$ cat src/rtl/usb_resume_gen.sv
// Full-speed USB device suspend tracker and remote-wakeup resume (K) generator.
// Watches the synchronised line state and drives K for the resume interval.
module usb_resume_gen #(
    parameter int CLK_PER_US   = 48,
    parameter int SUSPEND_US   = 3000,
    parameter int WAKE_IDLE_US = 5000,
    parameter int RESUME_US    = 10000
) (
    input  logic clk,
    input  logic rst_n,
    input  logic usb_p_rx,
    input  logic usb_n_rx,
    input  logic usb_reset,
    input  logic remote_wake_en,
    input  logic wake_req,
    output logic usb_p_tx,
    output logic usb_n_tx,
    output logic usb_tx_en,
    output logic suspended,
    output logic resume_active
);

    localparam int          PW          = (CLK_PER_US > 1) ? $clog2(CLK_PER_US) : 1;
    localparam logic [PW-1:0] PRESC_LAST = PW'(CLK_PER_US - 1);
    localparam logic [15:0] SUSPEND_T   = 16'(SUSPEND_US);
    localparam logic [15:0] WAKE_IDLE_T = 16'(WAKE_IDLE_US);
    localparam logic [15:0] RESUME_T    = 16'(RESUME_US);
    localparam logic [1:0]  LINE_J      = 2'b10;

    typedef enum logic [1:0] {
        ST_ACTIVE,
        ST_SUSPENDED,
        ST_RESUME
    } state_t;

    logic [1:0]    rx_p0;
    logic [1:0]    rx_p1;
    logic          activity;
    logic [PW-1:0] presc;
    logic          us_tick;
    logic [15:0]   timer;
    logic          timer_clr;
    state_t        state;
    state_t        state_nx;
    logic          wake_pend;
    logic          wake_pend_nx;

    function automatic logic [15:0] sat_inc(input logic [15:0] v);
        return (v == 16'hFFFF) ? v : v + 16'd1;
    endfunction

    // Stage p0/p1: two-flop synchroniser for the asynchronous D+/D- pair
    always_ff @(posedge clk) begin
        if (!rst_n) begin
            rx_p0 <= 2'b00;
            rx_p1 <= 2'b00;
        end else begin
            rx_p0 <= {usb_p_rx, usb_n_rx};
            rx_p1 <= rx_p0;
        end
    end

    assign activity = (rx_p1 != LINE_J);
    assign us_tick  = (presc == PRESC_LAST);

    always_ff @(posedge clk) begin
        if (!rst_n || us_tick) begin
            presc <= '0;
        end else begin
            presc <= presc + 1'b1;
        end
    end

    always_comb begin
        state_nx     = state;
        wake_pend_nx = wake_pend;
        case (state)
            ST_ACTIVE: begin
                wake_pend_nx = 1'b0;
                // Activity in the threshold cycle keeps the device awake
                if (!activity && timer >= SUSPEND_T) begin
                    state_nx = ST_SUSPENDED;
                end
            end
            ST_SUSPENDED: begin
                if (activity) begin
                    state_nx     = ST_ACTIVE;
                    wake_pend_nx = 1'b0;
                end else begin
                    if (!remote_wake_en) begin
                        wake_pend_nx = 1'b0;
                    end else if (wake_req) begin
                        wake_pend_nx = 1'b1;
                    end
                    if (wake_pend && remote_wake_en && timer >= WAKE_IDLE_T) begin
                        state_nx     = ST_RESUME;
                        wake_pend_nx = 1'b0;
                    end
                end
            end
            ST_RESUME: begin
                wake_pend_nx = 1'b0;
                if (timer >= RESUME_T) begin
                    state_nx = ST_ACTIVE;
                end
            end
            default: begin
                state_nx     = ST_ACTIVE;
                wake_pend_nx = 1'b0;
            end
        endcase
        if (usb_reset) begin
            state_nx     = ST_ACTIVE;
            wake_pend_nx = 1'b0;
        end
    end

    // Our own K drive is not seen as activity, so RESUME ignores the receiver
    assign timer_clr = (state_nx != state) || usb_reset ||
                       (activity && state != ST_RESUME);

    always_ff @(posedge clk) begin
        if (!rst_n || timer_clr) begin
            timer <= '0;
        end else if (us_tick) begin
            timer <= sat_inc(timer);
        end
    end

    // Outputs registered from next state so they track the state register exactly
    always_ff @(posedge clk) begin
        if (!rst_n) begin
            state         <= ST_ACTIVE;
            wake_pend     <= 1'b0;
            suspended     <= 1'b0;
            resume_active <= 1'b0;
            usb_tx_en     <= 1'b0;
            usb_p_tx      <= 1'b0;
            usb_n_tx      <= 1'b0;
        end else begin
            state         <= state_nx;
            wake_pend     <= wake_pend_nx;
            suspended     <= (state_nx == ST_SUSPENDED);
            resume_active <= (state_nx == ST_RESUME);
            usb_tx_en     <= (state_nx == ST_RESUME);
            usb_p_tx      <= 1'b0;
            usb_n_tx      <= (state_nx == ST_RESUME);
        end
    end

endmodule

$ cat config.mk
export PLATFORM = sky130hd
export DESIGN_NAME = usb_resume_gen
export DESIGN_NICKNAME = d
export VERILOG_FILES = /design/src/rtl/usb_resume_gen.sv
export SDC_FILE = /design/constraint.sdc
export NUM_CORES = 1
export LEC_CHECK = 0
export CAP_MARGIN = 10
export CORE_AREA = 2 2 59 89
export CTS_CLUSTER_SIZE = 30
export DETAILED_ROUTE_END_ITERATION = 10
export DIE_AREA = 0 0 61 91
export PLACE_DENSITY = 0.62
export SLEW_MARGIN = 20
export SYNTH_ARGS = -nofsm -noshare
export SYNTH_HDL_FRONTEND = slang
export SYNTH_SLANG_ARGS = --single-unit
$ cat constraint.sdc
create_clock -name clk -period 2.5 [get_ports clk]
set_clock_uncertainty 0.15 [all_clocks]
set_input_delay 0.375 -clock clk [delete_from_list [all_inputs] [get_ports clk]]
set_output_delay 0.375 -clock clk [all_outputs]
set_load 0.05 [all_outputs]
==> run summary <==
WP buf/inv: 0
Clock Pin Slew Worst Setup and Hold Paths: 60 ps
Pre-antenna DRT Iters: 4
# DRC: 0
FILL cells: 524
PortBufs: 10
Tcrit/Tclk final: 0.860
Slew Limit Fails: 0
Crit end category: flip-flop
Min-delay worst type: reg -> reg
Post-synth EDFFs: 0
Setup Fix Bufs, Post-CTS: 0
Warnings, synthesis: 0
Gpl congestion: 0.755
Clock buffer depth: 2
Largest stage delay, worst path: 600 ps
Worst vdd ir: 0.155 mV
Final worst slack: 349 ps
CP max FO: 16
Setup TNS: 0 ps
Post-Syn Instances: 184
Detail Route Antenna Nets: 0
HP Start: rx_p0[0]
Finished Cell Area: 1820 um2
CTS tree: done
Max transition margin: 0.659
Cts repair resizes: 0
Most frequent cells after synthesis: dfxtp_1 (31), nor2_1 (24), xnor2_1 (15)
Initial Utilization: 0.340
CP top delay family: simple AND/OR/NAND/NOR gates
Core Rows: 31
Worst-margin pin slew: 507 ps
Synth unique cells: 45
Syn Area/Cell: 8.83 um2
Pin count of the biggest net entering global routing: 17
Final hold violation count: 0
Total CTS buffers: 5
DPL Wire Length: 2.35 mm
Outcome: complete, no violations
Worst Path Arrival: 2200 ps
Via-to-Cell Ratio: 5.03
Vias: 1292
Area leader, netlist: dfxtp_1
Sequential share of the synthesized area: 0.382
Die footprint: 5550 um2
RSZ-0062 raised after global routing: false
CP Data Required Time: 2550 ps
Power Dens Cells: 524 nW/um2
Overall power: 0.955 mW
Die Ht: 91 um
#FFs+latches synth: 31
FMAX: 0.465 GHz
Detailed Route WL: 3.13 mm
Leak Pwr: 0.585 nW
Ys async rst share: 0
Syn nets: 194
Chip width: 61 um
Synth top area share: 0.382
Top post-synthesis cells by area: dfxtp_1 (38%), xnor2_1 (8.1%), nor2_1 (5.5%), nor3_1 (3.4%), nor4_1 (3.1%)
Placed instance area: 1720 um2
Inserted Diodes: 0
Area Growth Syn to Fin: 12.2%
Initial antenna violation count: 0
Hold_buf cts: 0
GR Overflow Total: 0
Starting DRC count in detailed routing: 55
Routed len/inst: 12.2 um
Core Region: 4770 um2
Pre-CTS setup slack: 314 ps
Most used flip-flop cell after synthesis: dfxtp_1
Clock Sinks: 31
RR Startpoint: timer[12]
Slowest cell on the critical path: or4_4
First-pass GRT wire length: 5.18 mm
Max_cap viols: 0
Worst hold slack: 283 ps
Crit path cell chain: or4_4 -> a211o_2 -> o211ai_2 -> nand4_4 -> nor3_1
Final setup viols: 0
H-tree depth: 2
Total Routing Usage GR: 0.122
Most frequent cell after synthesis: dfxtp_1
Critical path launch point type: flip-flop
Worst setup startpoint: timer[12]
Share of cells above drive strength 1: 0.115
Worst skew pair latency: 270 ps
Mapped Area: 1620 um2
Critical path class: reg -> reg
Final net count: 200
Number of global-route vias before repair: 1205
Tmin final: 2150 ps
Ports: 12
Clock root buffer: clkbuf_8
per-layer routing:
layer,global-route usage,part of all wire
met5,0,0
met4,0.0525,0.017
met3,0.0342,0.030
met2,0.220,0.53
met1,0.125,0.42
layout by cell type, fill, tap and decap left out, types with 3 or more instances in the layout:
cell type,count
dfxtp_1,31
nor2_1,24
xnor2_1,15
nor3_1,11
nand2_1,11
clkdlybuf4s50_1,10
nand3_1,9
nor4_1,8
clkbuf_8,7
o21ai_0,6
a21oi_1,5
and2_1,5
and3_1,4
inv_1,3
or4_4,3
nor3b_1,3
nand2b_1,3
nand4_1,3
ha_1,3
cells by family after synthesis:
family	Yosys count	synth area share
mux	1	0.00616
fa+ha+maj	3	0.0231
xor+xnor	17	0.0917
simple gates	94	0.326
compound gates	22	0.106
other cells	1	0.00231
flops	31	0.382
buf+inv	15	0.0632
metrics by stage:
step	utilization	cells
global placement	0.361	249
floorplan	-	184
finish	0.382	257
CTS	0.382	257
detailed placement	0.361	249
global route	0.382	257
path summary, 6_finish.rpt:
path / end / slack [ps] / cells past startpoint
setup / recovery: timer[10] / 350 / 5
hold / removal: rx_p1[0] / 280 / 1
setup reg to reg: timer[10] / 350 / 5
hold reg to reg: rx_p1[0] / 280 / 1
state kept, by name, summed over array words and instances (netlist names):
register       flops
timer             16
presc              6
rx_p0              2
rx_p1              2
state              2
resume_active      1
suspended          1
wake_pend          1
report_power, final:
| group | switching [mW] | internal [mW] | leakage, nW |
|---|---|---|---|
| combinational | 0.0149 | 0.0152 | 0.283 |
| clock | 0.170 | 0.251 | 0.0515 |
| sequential | 0.00308 | 0.501 | 0.251 |
area by class of cell:
type	count	area [um2]	share of cell area
clock buffer	8	100	0.0549
inverter	3	11.3	0.00618
multi-input combinational	138	901	0.494
sequential	31	621	0.340
tap	66	82.6	0.0453
timing repair buffer	11	108	0.0590
No activity file was read; power rests on OpenSTA's default activity.
